`config.mk`:
```
export PLATFORM = sky130hd
export DESIGN_NAME = store_align_unit
export DESIGN_NICKNAME = d
export VERILOG_FILES = /design/src/rtl/rv32i_types.sv /design/src/rtl/store_align_unit_lane.sv /design/src/rtl/store_align_unit.sv
export SDC_FILE = /design/constraint.sdc
export NUM_CORES = 1
export LEC_CHECK = 0
export BUFFER_PORTS_ARGS = -buffer_cell sky130_fd_sc_hd__buf_2
export CAP_MARGIN = 20
export CORE_MARGIN = 2
export CORE_UTILIZATION = 40
export CTS_BUF_LIST = sky130_fd_sc_hd__clkbuf_4
export CTS_CLUSTER_SIZE = 10
export DETAILED_ROUTE_END_ITERATION = 10
export GPL_ROUTABILITY_DRIVEN = 0
export GPL_TIMING_DRIVEN = 0
export PLACE_DENSITY_LB_ADDON = 0.25
export SYNTH_ARGS = -nofsm -noshare
export SYNTH_HDL_FRONTEND = slang
export SYNTH_HIERARCHICAL = 1
export SYNTH_SLANG_ARGS = --single-unit
```
`constraint.sdc`:
```
create_clock -name clk -period 2.03 [get_ports clk]
set_clock_uncertainty 0.2 [all_clocks]
set_input_delay 0.1015 -clock clk [delete_from_list [all_inputs] [get_ports clk]]
set_output_delay 0.1015 -clock clk [all_outputs]
set_load 0.01 [all_outputs]
```
`src/rtl/rv32i_types.sv`:
```
// +----------------------------------------------------------------------------+
// | rv32i_types                                                                |
// | Shared RV32I encodings and the byte-lane mask helper.                      |
// | Revision: 1.0                                                              |
// +----------------------------------------------------------------------------+
`default_nettype none

package rv32i_types;

  typedef enum logic [2:0] {
    SB = 3'b000,
    SH = 3'b001,
    SW = 3'b010
  } store_funct3_t;

  function automatic logic [31:0] lane_mask(input logic [3:0] be);
    return {{8{be[3]}}, {8{be[2]}}, {8{be[1]}}, {8{be[0]}}};
  endfunction

endpackage

`default_nettype wire

```
`src/rtl/store_align_unit_lane.sv`:
```
// +----------------------------------------------------------------------------+
// | store_lane_align                                                           |
// | Combinational byte-lane placement for both beats of a store.               |
// | Revision: 1.0                                                              |
// +----------------------------------------------------------------------------+
`default_nettype none

module store_lane_align
  import rv32i_types::*;
(
  input  logic [2:0]  funct3,
  input  logic [1:0]  off,
  input  logic [31:0] rs2_data,
  output logic        funct3_ok,
  output logic        split,
  output logic [3:0]  be0,
  output logic [3:0]  be1,
  output logic [31:0] wdata0,
  output logic [31:0] wdata1
);

  logic [3:0]  w_base;
  logic [7:0]  w_be_wide;
  logic [63:0] w_data_wide;

  always_comb begin
    w_base    = 4'b0000;
    funct3_ok = 1'b0;
    case (funct3)
      SB: begin w_base = 4'b0001; funct3_ok = 1'b1; end
      SH: begin w_base = 4'b0011; funct3_ok = 1'b1; end
      SW: begin w_base = 4'b1111; funct3_ok = 1'b1; end
      default: begin w_base = 4'b0000; funct3_ok = 1'b0; end
    endcase
  end

  // Upper halves of the widened shifts are exactly the spill-over into the next word.
  assign w_be_wide   = {4'b0000, w_base} << off;
  assign w_data_wide = {32'h0, rs2_data} << {off, 3'b000};

  assign be0    = w_be_wide[3:0];
  assign be1    = w_be_wide[7:4];
  assign wdata0 = w_data_wide[31:0]  & lane_mask(be0);
  assign wdata1 = w_data_wide[63:32] & lane_mask(be1);

  assign split = ((funct3 == SH) && (off == 2'b11)) ||
                 ((funct3 == SW) && (off != 2'b00));

endmodule

`default_nettype wire

```
`src/rtl/store_align_unit.sv`:
```
// +----------------------------------------------------------------------------+
// | store_align_unit                                                           |
// | Store FSM issuing one or two aligned memory beats per store request.       |
// | Build option: STORE_MISALIGNED_SPLIT_EN enables two-beat split stores.     |
// | Revision: 1.0                                                              |
// +----------------------------------------------------------------------------+
`default_nettype none

module store_align_unit
  import rv32i_types::*;
(
  input  logic        clk,
  input  logic        rst,
  input  logic        req_valid,
  output logic        req_ready,
  input  logic [2:0]  funct3,
  input  logic [31:0] addr,
  input  logic [31:0] rs2_data,
  output logic        mem_write,
  output logic [31:0] mem_address,
  output logic [31:0] mem_wdata,
  output logic [3:0]  mem_byte_enable,
  input  logic        mem_resp,
  output logic        store_done,
  output logic        store_fault
);

`ifdef STORE_MISALIGNED_SPLIT_EN
  typedef enum logic [1:0] {
    IDLE  = 2'd0,
    BEAT0 = 2'd1,
    BEAT1 = 2'd2
  } state_t;
`else
  typedef enum logic [1:0] {
    IDLE  = 2'd0,
    BEAT0 = 2'd1
  } state_t;
`endif

  state_t      r_state, w_state_nxt;
  logic [31:0] r_mem_address, w_mem_address_nxt;
  logic [31:0] r_mem_wdata, w_mem_wdata_nxt;
  logic [3:0]  r_mem_be, w_mem_be_nxt;
  logic        r_done, w_done_nxt;
  logic        r_fault, w_fault_nxt;

  logic        w_funct3_ok, w_split, w_reject;
  logic [3:0]  w_be0, w_be1;
  logic [31:0] w_wdata0, w_wdata1;

  store_lane_align u_lane (
    .funct3    (funct3),
    .off       (addr[1:0]),
    .rs2_data  (rs2_data),
    .funct3_ok (w_funct3_ok),
    .split     (w_split),
    .be0       (w_be0),
    .be1       (w_be1),
    .wdata0    (w_wdata0),
    .wdata1    (w_wdata1)
  );

`ifdef STORE_MISALIGNED_SPLIT_EN
  logic        r_split, w_split_nxt;
  logic [3:0]  r_be1, w_be1_nxt;
  logic [31:0] r_wdata1, w_wdata1_nxt;

  assign w_reject = !w_funct3_ok;
`else
  logic w_unused_beat1;

  assign w_unused_beat1 = ^{w_be1, w_wdata1};
  assign w_reject       = !w_funct3_ok || w_split;
`endif

  always_ff @(posedge clk) begin
    if (rst) begin
      r_state       <= IDLE;
      r_mem_address <= 32'h0;
      r_mem_wdata   <= 32'h0;
      r_mem_be      <= 4'b0000;
      r_done        <= 1'b0;
      r_fault       <= 1'b0;
`ifdef STORE_MISALIGNED_SPLIT_EN
      r_split       <= 1'b0;
      r_be1         <= 4'b0000;
      r_wdata1      <= 32'h0;
`endif
    end else begin
      r_state       <= w_state_nxt;
      r_mem_address <= w_mem_address_nxt;
      r_mem_wdata   <= w_mem_wdata_nxt;
      r_mem_be      <= w_mem_be_nxt;
      r_done        <= w_done_nxt;
      r_fault       <= w_fault_nxt;
`ifdef STORE_MISALIGNED_SPLIT_EN
      r_split       <= w_split_nxt;
      r_be1         <= w_be1_nxt;
      r_wdata1      <= w_wdata1_nxt;
`endif
    end
  end

  always_comb begin
    w_state_nxt       = r_state;
    w_mem_address_nxt = r_mem_address;
    w_mem_wdata_nxt   = r_mem_wdata;
    w_mem_be_nxt      = r_mem_be;
    w_done_nxt        = 1'b0;
    w_fault_nxt       = 1'b0;
`ifdef STORE_MISALIGNED_SPLIT_EN
    w_split_nxt       = r_split;
    w_be1_nxt         = r_be1;
    w_wdata1_nxt      = r_wdata1;
`endif
    case (r_state)
      IDLE: begin
        // The bus is driven to zero whenever no beat is outstanding.
        w_mem_address_nxt = 32'h0;
        w_mem_wdata_nxt   = 32'h0;
        w_mem_be_nxt      = 4'b0000;
        if (req_valid) begin
          if (w_reject) begin
            w_fault_nxt = 1'b1;
          end else begin
            w_state_nxt       = BEAT0;
            w_mem_address_nxt = {addr[31:2], 2'b00};
            w_mem_wdata_nxt   = w_wdata0;
            w_mem_be_nxt      = w_be0;
`ifdef STORE_MISALIGNED_SPLIT_EN
            w_split_nxt       = w_split;
            w_be1_nxt         = w_be1;
            w_wdata1_nxt      = w_wdata1;
`endif
          end
        end
      end
      BEAT0: begin
        if (mem_resp) begin
`ifdef STORE_MISALIGNED_SPLIT_EN
          if (r_split) begin
            w_state_nxt       = BEAT1;
            w_mem_address_nxt = r_mem_address + 32'd4;
            w_mem_wdata_nxt   = r_wdata1;
            w_mem_be_nxt      = r_be1;
          end else begin
            w_state_nxt       = IDLE;
            w_done_nxt        = 1'b1;
            w_mem_address_nxt = 32'h0;
            w_mem_wdata_nxt   = 32'h0;
            w_mem_be_nxt      = 4'b0000;
          end
`else
          w_state_nxt       = IDLE;
          w_done_nxt        = 1'b1;
          w_mem_address_nxt = 32'h0;
          w_mem_wdata_nxt   = 32'h0;
          w_mem_be_nxt      = 4'b0000;
`endif
        end
      end
`ifdef STORE_MISALIGNED_SPLIT_EN
      BEAT1: begin
        if (mem_resp) begin
          w_state_nxt       = IDLE;
          w_done_nxt        = 1'b1;
          w_mem_address_nxt = 32'h0;
          w_mem_wdata_nxt   = 32'h0;
          w_mem_be_nxt      = 4'b0000;
        end
      end
`endif
      default: begin
        w_state_nxt = IDLE;
      end
    endcase
  end

  assign req_ready       = (r_state == IDLE);
  assign mem_write       = (r_state != IDLE);
  assign mem_address     = r_mem_address;
  assign mem_wdata       = r_mem_wdata;
  assign mem_byte_enable = r_mem_be;
  assign store_done      = r_done;
  assign store_fault     = r_fault;

endmodule

`default_nettype wire

```
==> run metrics <==
run status=finished, final reports clean; area of the mapped netlist=0.00299 mm^2; Tmin final=roughly 1800 ps; final net count=544; Worst VDD drop=567 uV; post-route ant nets=0; Worst Max-Slew Pin Slew=about 510 ps; nature of the critical path endpoint=flop; CTS Buf Count=9; ratio of cells with drive above 1 in the final layout=slightly above 40%; Sw Share=approximately 27%; Pleak=about 2.1 nW; Clk pwr share=32.6%; worst-path maximum fanout=10; crit path launch type=input port; WP buf/inv=4; Die X=between 90 and 100 um; initial antenna violation count=0; post-placement setup slack=-161 ps; Worst-path clk slew=~110 ps; Buffers on Ports=~140; Core Footprint=~0.0073 mm^2; Critical Setup Path Class=in2reg; Rows=31; Initial Utilization=approximately 41%; CP required=2180 ps; worst skew pair latency=410 ps; htree depth=3; largest net degree at the start of global routing=13; wire per inst=about 16 um; Syn Area/Cell=11.0 um^2; DIE AREA=0.00818 mm^2; slew margin rel.=approximately 66%; Area growth syn-to-layout=48.7%; 1st-iter DRT viols=about 140; clock sink count=slightly below 70; Final WS setup=~250 ps; PD cells=approximately 620 mW/mm^2; Root Buffer=clkbuf_4; Fin Setup TNS=0 ps; CTS tree=built; DIE HEIGHT=90.5 um; crit-path max cell delay=310 ps; ANT cells=0; hold crit path type=in2reg; number of global-route vias before repair=2,941; first-pass GRT wire length=roughly 15,000 um; cell chain of the critical path=buf_2 -> and3b_1 -> a311oi_4 -> inv_1 -> nor2b_1 -> buf_2 -> buf_2 -> a32o_1; Fin. Hold Viols=0; Crit-path slowest cell=a311oi_4; number of top-level pins=approximately 140; Worst path top cell family by delay=buffers and inverters; final setup violation count=0; Max Fclk=approximately 560 MHz; Vias/cell=around 5.3; MaxCap Viol Count=0; RSZ-0062 raised after global routing=false; Internal=around 2.0 mW; Synth warnings=6; Min Hold Slack=around 55 ps; Flop pwr share=50.6%; Net Sw Power=around 0.74 mW; total wire length=9250 um; Syn Inst Count=around 270; fin crit share=between 80% and 90%; total track usage=between 20% and 30%; Final Max Tran Viols=0; drc violations=0; Post-CTS Setup Inserts=0; grt ovf=0; Logic pwr share=16.8%; CTS Buffer Depth=2; detailed placement HPWL=about 6400 um; cell mode on critical path=buf_2; via count=around 3,100; DR pass1 iterations=4; critical path arrival=between 1500 and 2000 ps
## flip-flops by register name, summed over array words and instances (netlist names)
register	count
mem_address	30
mem_byte_enable	4
mem_wdata	32
r_state	1
store_done	1
store_fault	1
## power groups by stage
stage	logic, mW	clock network (mW)	registers (mW)
final	0.461	0.893	1.39
after global routing	0.500	0.977	1.39
after CTS	0.457	0.919	1.39
after detailed placement	0.382	0	1.42
after global placement	0.379	0	1.42
after floorplan	0.213	0	1.43
## worst paths after layout
path	startpoint	to	slack [ps]	depth (start not counted)
setup / recovery	addr[1]	mem_address[25]	250	8
hold / removal	rs2_data[17]	mem_wdata[17]	60	5
setup reg to reg	r_state[0]	mem_address[7]	350	3
hold reg to reg	mem_address[8]	mem_address[8]	270	1
## layout make-up
cell class / instances / area (um^2)
fillers: 631 / 2810
multi-input cells: 162 / 1390
flip-flops and latches: 69 / 1380
repair buffers: 188 / 1190
plain buffers: 35 / 191
well taps: 99 / 124
clock buffers: 10 / 75.1
clock inverters: 6 / 62.6
inverters: 8 / 30.0
## layer usage
layer | GRT usage, % | vias up | share of wire, %
met4 | 9.10 | 0 | 2.3
met5 | 0 | - | 0
li1 | - | 1466 | -
met3 | 6.01 | 18 | 7.1
met2 | 36.8 | 126 | 47
met1 | 28.0 | 1457 | 43
## what timing repair did
item | CTS | global route
hold endpoints to repair | 56 | 0
resized for setup | 0 | 0
hold buffers | 50 | 0
## worst reg2reg max path, cell delays in order, from the launching register on
cell	delay [ps]
dfxtp_1	370
nor3b_2	390
clkbuf_1	410
a32o_1	260
## cells in the final DEF, fill, tap and decap left out, types with 2 or more instances in the layout
master	instances
inv_1	8
a32o_1	66
buf_2	156
dlygate4sd3_1	50
nor3_1	2
buf_4	8
a2bb2oi_1	8
mux2i_1	16
clkbuf_4	10
clkbuf_1	7
clkinvlp_4	2
conb_1	2
nor2b_1	3
a211oi_1	8
and2_1	8
nor2_1	24
dfxtp_1	69
mux2_2	8
nor3b_2	2
## stage by stage
stage	cell area (um^2)	total power, mW	cells	util [%]
after floorplan	2990	1.64	274	-
after global placement	3810	1.79	511	52.5
after detailed placement	3810	1.80	511	52.5
after CTS	4450	2.76	577	61.3
after global routing	4450	2.87	577	61.3
final	4450	2.74	577	61.3
Power figures use the tool's default switching activity.
